[src/rtl/payload_engine_chain.sv]
// Chained byte-class matcher: N_STATES stages run as an NFA, with a sticky match flag and a first-match byte offset.
// Optional feature macro: PAYLOAD_ENGINE_MATCH_OFFSET_EN (byte counter and match_offset capture; otherwise match_offset reads 0).
module payload_engine_chain #(
  parameter int                  N_STATES  = 24,
  parameter logic [N_STATES-1:0] LOOP_MASK = N_STATES'(64'h1 << 22),
  parameter int                  ANCHORED  = 0
) (
  input  logic                clk,
  input  logic                sod,
  input  logic                en,
  input  logic [N_STATES-1:0] char_hit,
  output logic [N_STATES-1:0] state_vec,
  output logic                match,
  output logic                match_pulse,
  output logic [15:0]         match_offset
);

  // Byte strobe: a byte is consumed on every rising edge with en=1 and sod=0.
  // There is no back-pressure; sod wins over en and its byte is dropped.

  logic [N_STATES-1:0] state_q;
  logic [N_STATES-1:0] state_d;
  logic [N_STATES-1:0] pred;
  logic                first_byte_q;
  logic                match_q;
  logic                pulse_q;

  // Stage 0 may start a new attempt on any byte, or only on the first byte when anchored.
  always_comb begin
    pred    = {state_q[N_STATES-2:0], (ANCHORED != 0) ? first_byte_q : 1'b1};
    state_d = char_hit & (pred | (LOOP_MASK & state_q));
  end

  always_ff @(posedge clk) begin
    if (sod) begin
      state_q      <= '0;
      match_q      <= 1'b0;
      pulse_q      <= 1'b0;
      first_byte_q <= 1'b1;
    end else begin
      // The pulse is a strobe: it drops on the following edge even when en=0.
      pulse_q <= en & ~match_q & state_q[N_STATES-1];
      if (en) begin
        state_q      <= state_d;
        match_q      <= match_q | state_q[N_STATES-1];
        first_byte_q <= 1'b0;
      end
    end
  end

`ifdef PAYLOAD_ENGINE_MATCH_OFFSET_EN
  logic [15:0] byte_cnt;
  logic [15:0] offset_q;
  logic        captured_q;

  // byte_cnt holds the index of the byte being consumed this cycle.
  always_ff @(posedge clk) begin
    if (sod) begin
      byte_cnt   <= '0;
      offset_q   <= '0;
      captured_q <= 1'b0;
    end else if (en) begin
      if (byte_cnt != 16'hFFFF) begin
        byte_cnt <= byte_cnt + 16'd1;
      end
      if (state_d[N_STATES-1] && !captured_q) begin
        offset_q   <= byte_cnt;
        captured_q <= 1'b1;
      end
    end
  end

  assign match_offset = offset_q;
`else
  assign match_offset = '0;
`endif

  assign state_vec   = state_q;
  assign match       = match_q;
  assign match_pulse = pulse_q;

endmodule
[config.mk]
export PLATFORM = sky130hd
export DESIGN_NAME = payload_engine_chain
export DESIGN_NICKNAME = d
export VERILOG_FILES = /design/src/rtl/payload_engine_chain.sv
export SDC_FILE = /design/constraint.sdc
export NUM_CORES = 1
export LEC_CHECK = 0
export CAP_MARGIN = 5
export CORE_MARGIN = 2
export CORE_UTILIZATION = 39
export DETAILED_ROUTE_END_ITERATION = 12
export GPL_ROUTABILITY_DRIVEN = 0
export PLACE_DENSITY = 0.88
export SLEW_MARGIN = 20
export SYNTH_ARGS = -nofsm -noshare
export SYNTH_HDL_FRONTEND = slang
export SYNTH_SLANG_ARGS = --single-unit
[constraint.sdc]
create_clock -name clk -period 1.3 [get_ports clk]
set_input_delay 0.13 -clock clk [delete_from_list [all_inputs] [get_ports clk]]
set_output_delay 0.13 -clock clk [all_outputs]
set_load 0.01 [all_outputs]
==> flow_summary.ini, run 1 <==
[run_status]
status = finished, final reports clean

[floorplan]
die_height_um = 58.33
rows = 19
die_w_um = 58.33
ios = 69
die-area_um2 = 3402
core_um2 = 2781
initial_core_util_pct = 41.39

[hold_path]
hold_class = in2reg
hold_path_depth = 3

[setup_path]
worstSetupStartpointType = flip-flop
required_ns = 1.17
cp_num_cells = 1
cp_slowest_cell = dfxtp_1
crit_buf_inv = 1
endpoint_kind = output pin
path_max_fanout = 3
reg2reg_depth = 2
arrival_ns = 0.99
critical_path_class = reg2out
cp_top_family = flip-flops
worstPathCellList = dlygate4sd2_1
slowest_delay_ns = 0.38

[synthesis]
syn-mean-instance-area_um2 = 9.136
ys_ff_latch = 26
ys_seq_area_share_pct = 45.22
syn_area_um2 = 1151
synth_cells = 126
post_synth_num_cell_types = 15
ys.warnings.count = 0

[timing]
hold_viol_final = 0
setup_tns_ns = 0
fin_ws_ns = 0.1819
setup_violations = 0
finalCritPeriodShare_pct = 86.00
final_max_slew_viol_count = 0
fmax_ghz = 0.8944
rsz0062_at_grt = false
skew_ns = 0.006060
period_needed_ns = 1.118

[clock_network]
clock_sinks = 26
root_buffer = clkbuf_4
clk_latency_ns = 0.31
clk_pin_slew_ns = 0.13
cts.path.max_buffers = 2
cts.htree.levels = 1
cts_made_buffers = 3
cts_tree = built

[global_route]
overflow = 0
gr-usage-met3_pct = 3.516
antenna_found_initial = 0
grt_pass1_wl_mm = 4.126
grt_util_met2_pct = 28.57
busiest_layer = met2
grt.met1_usage_pct = 17.40
grt_pass1_vias = 934
grt_use_total_pct = 15.47
grt_start_max_net_pins = 28

[power]
fin_total_pwr_mw = 1.297
pwr_density_cell_nw_per_um2 = 793.7
ir_worst_vdd_v = 0.0005819
power_leakage_nw = 0.6849

[placed_design]
dp_hpwl_mm = 1.888
port-buffer-count = 52
dp_slack_ns = 0.01746

[detailed_routing]
via_per_inst = 4.602
drt_iter0_drc = 6
dr.pass1.iters = 4
route.detailed.drc = 0
wl_per_cell_um = 12.17
wirelength_mm = 2.506
vias = 948
final_antenna_net_count = 0

[run]
drv_cap = 0

[finish]
multi_input_area_um2 = 515.5
nFillCells = 268
final_cell_mix = clkdlybuf4s50_1, dlygate4sd2_1, a21oi_1, nand2b_1, conb_1
seq_area_um2 = 534.3
syn_to_final_growth_pct = 41.96
num_antenna_cells = 0
nets = 204
drive_gt1_share_pct = 15.43
[cell families (layout without fill, tap and decap cells)]
family          Yosys count  count (layout)  share of synthesized area (%)
compound gates           24              24                          10.44
other cells               1              16                         0.3258
mux                       1               1                         0.8696
buf+inv                  24              58                          14.89
simple gates             50              50                          28.26
flops                    26              26                          45.22
[area by class of cell]
class                      count  share of cell area, %
clock buffer                   3                  1.378
multi-input combinational     91                  31.55
tap                           31                  2.374
timing repair buffer          55                  32.01
sequential                    26                  32.70
[synth_stat cells]
library cell / number / area share (%)
nand2b_1: 22 / 12
mux2i_1: 1 / 0.87
nor3_1: 2 / 0.87
buf_8: 1 / 1.3
buf_2: 5 / 2.2
buf_4: 17 / 11
nand3_1: 12 / 5.2
clkbuf_1: 1 / 0.33
nor2_1: 2 / 0.65
nand2_1: 1 / 0.33
nand3_2: 10 / 8.7
dfxtp_1: 26 / 45
conb_1: 1 / 0.33
a21oi_1: 24 / 10
nor2b_1: 1 / 0.54
[registers in the layout, indices dropped and copies added, names as in the netlist]
signal,cells
match,1
match_pulse,1
state_vec,24
[through the flow]
stage                     hold WS, ns  utilization, %  area [um^2]  instances
after global placement         0.4387           58.61         1630        203
after CTS                      0.3754           58.75         1634        206
after detailed placement       0.4365           58.61         1630        203
final                          0.3802           58.75         1634        206
after global routing           0.3778           58.75         1634        206
after floorplan                0.2772               -         1207        141
[report_power, final]
group	switching (mW)	internal (mW)	total, mW
registers	0.00263	0.799	0.802
clock network	0.220	0.108	0.328
logic	0.0723	0.0949	0.167
[routing by layer]
metal / part of all wire, % / up-vias
li1: - / 486
met1: 40 / 426
met2: 52 / 34
met3: 7.5 / 2
met4: 0.60 / 0
met5: 0 / -
[repair_timing]
action | in CTS | in global routing
hold buffers | 0 | 0
buffers inserted | 0 | 0
resized for setup | 37 | 0
setup endpoints to repair | 26 | 0
[worst paths after layout]
path / from / endpoint / slack [ns]
worst max-delay path: state_vec[15]$_SDFFE_PP0P_ / state_vec[15] / 0.18
worst min-delay path: char_hit[18] / state_vec[18]$_SDFFE_PP0P_ / 0.38
worst max register to register: state_vec[2]$_SDFFE_PP0P_ / state_vec[3]$_SDFFE_PP0P_ / 0.59
worst min register to register: match$_SDFFE_PP0P_ / match_pulse$_SDFF_PP0_ / 0.45
Power figures use the tool's default switching activity.
==> run 2, diff against run 1 <==
- ABC_AREA: default -> 1
- CORE_MARGIN: 2 -> 5
- CORE_UTILIZATION: 39 -> 40
- PLACE_DENSITY: 0.88 -> 0.94
==> flow_summary.ini, run 2 <==
[synthesis]
synth-simple-area-share_pct = 10.03
syn_area_um2 = 1172
synth_xor_xnor_area_share_pct = 0
post_synth_num_cell_types = 17
syn-mean-instance-area_um2 = 9.018
synth_mux_area_share_pct = 0
yosys-top-cells-area = dfxtp_1, a21oi_2, buf_4
synth_cells = 130
ys.warnings.count = 0
synth_common_cells = dfxtp_1, nor2_1, a21oi_2
synthAdderAreaFrac_pct = 0
yosysMostFrequentCell = dfxtp_1
synth_compound_area_share_pct = 26.15
yosysTopAreaCell = dfxtp_1
synth_top_family_by_area = compound AO/OA/AOI/OAI gates
synth_edf_count = 0
ys_ff_latch = 26
ys_seq_area_share_pct = 44.40
synth_top_area_share_pct = 44.40
synthArstFlopShare_pct = 0
ys.flop_type = dfxtp_1

[clock_network]
cts_hold_buf = 0
root_buffer = clkbuf_4
cts_made_buffers = 3
clock_sinks = 26
clk_pin_slew_ns = 0.14
cts_tree = built
cts.path.max_buffers = 2
cts.htree.levels = 1
clk_latency_ns = 0.31

[detailed_routing]
drt_iter0_drc = 17
route.detailed.drc = 0
wirelength_mm = 2.679
vias = 972
dr.pass1.iters = 4
final_antenna_net_count = 0
wl_per_cell_um = 12.76
via_per_inst = 4.629

[hold_path]
holdPathEnd = state_vec[0]$_SDFFE_PP0P_
hold_path_depth = 3
hold_class = in2reg
hold_start = char_hit[0]

[floorplan]
die-area_um2 = 4114
initial_core_util_pct = 42.15
die_height_um = 64.14
die_w_um = 64.14
core_um2 = 2781
ios = 69
rows = 19

[global_route]
overflow = 0
grt_use_total_pct = 12.14
antenna_found_initial = 0
grt_start_max_net_pins = 26
grt_pass1_wl_mm = 4.119
grt_pass1_vias = 949

[setup_path]
endpoint_kind = output pin
r2r_slack_ns = 0.60
crit_buf_inv = 1
required_ns = 1.17
reg2reg_depth = 2
cp_top_family = flip-flops
r2r-start = state_vec[20]$_SDFFE_PP0P_
slowest_delay_ns = 0.39
worstPathCellList = dlygate4sd2_1
cp_slowest_cell = dfxtp_1
r2r_end = state_vec[20]$_SDFFE_PP0P_
arrival_ns = 0.99
critical_path_class = reg2out
path_max_fanout = 3
worstSetupStartpointType = flip-flop

[finish]
drive_gt1_share_pct = 24.58
largest_reg_flops = 24
syn_to_final_growth_pct = 38.85
num_antenna_cells = 0
multi_input_area_um2 = 484.2
final_util_pct = 58.52
nFillCells = 264
nets = 207
final_cell_mix = clkdlybuf4s50_1, dlygate4sd2_1, nor2_1, a21oi_2, o21ai_0
seq_area_um2 = 540.5

[placed_design]
dp_hpwl_mm = 2.010
port-buffer-count = 52

[power]
fin_total_pwr_mw = 1.590
power_leakage_nw = 0.7398
pwr_density_cell_nw_per_um2 = 976.8
ir_worst_vdd_v = 0.0008822

[run_status]
status = finished, final reports clean

[timing]
period_needed_ns = 1.122
setup_tns_ns = 0
hold_viol_final = 0
setup_violations = 0
fmax_ghz = 0.8909
hold_ws_ns = 0.3913
final_max_slew_viol_count = 0
finalCritPeriodShare_pct = 86.34
skew_ns = 0.0008600
rsz0062_at_grt = false

[run]
drv_cap = 0
## run 2: worst max-delay path by stage
stage | startpoint | to | slack, ns | cells past startpoint
6_report | state_vec[0]$_SDFFE_PP0P_ | state_vec[0] | 0.18 | 1
5_1_grt | state_vec[1]$_SDFFE_PP0P_ | state_vec[1] | 0.11 | 1
4_1_cts | state_vec[0]$_SDFFE_PP0P_ | state_vec[0] | 0.15 | 1
3_5_place_dp | en | state_vec[18]$_SDFFE_PP0P_ | 0.02 | 4
3_3_place_gp | en | state_vec[17]$_SDFFE_PP0P_ | 0.09 | 4
2_1_floorplan | en | state_vec[10]$_SDFFE_PP0P_ | 0.62 | 4
## run 2: repair_timing
item | in CTS | in global routing
gates resized for setup | 42 | 0
setup buffers | 0 | 0
endpoints found under the setup margin | 26 | 0
## run 2: cell type report
class,count,share of cell area [%]
multi-input combinational,92,29.75
tap,31,2.383
inverter,4,1.230
timing repair buffer,53,31.21
sequential,26,33.21
clock buffer,4,2.229
## run 2: metal layers
metal	share of wire, %	track usage [%]
met1	39	12.41
met2	52	22.99
met3	9.3	5.254
met4	0.45	2.036
met5	0	0
## run 2: stage by stage
stage	instance area [um^2]	setup slack, ns	cells
after floorplan	1229	0.6225	145
after global placement	1604	0.08825	206
after detailed placement	1604	0.02094	206
after CTS	1628	0.1538	210
after global routing	1628	0.1086	210
final	1628	0.1775	210
## run 2: cells by family (layout without fill, tap and decap cells)
group,after synthesis,after routing
compound gates,47,47
buf+inv,27,61
simple gates,29,29
flops,26,26
other cells,1,16
## run 2: where the power goes
| group | switching, mW | internal (mW) |
|---|---|---|
| Sequential | 0.0362 | 0.846 |
| Clock | 0.233 | 0.171 |
| Combinational | 0.149 | 0.155 |
| Total | 0.418 | 1.17 |
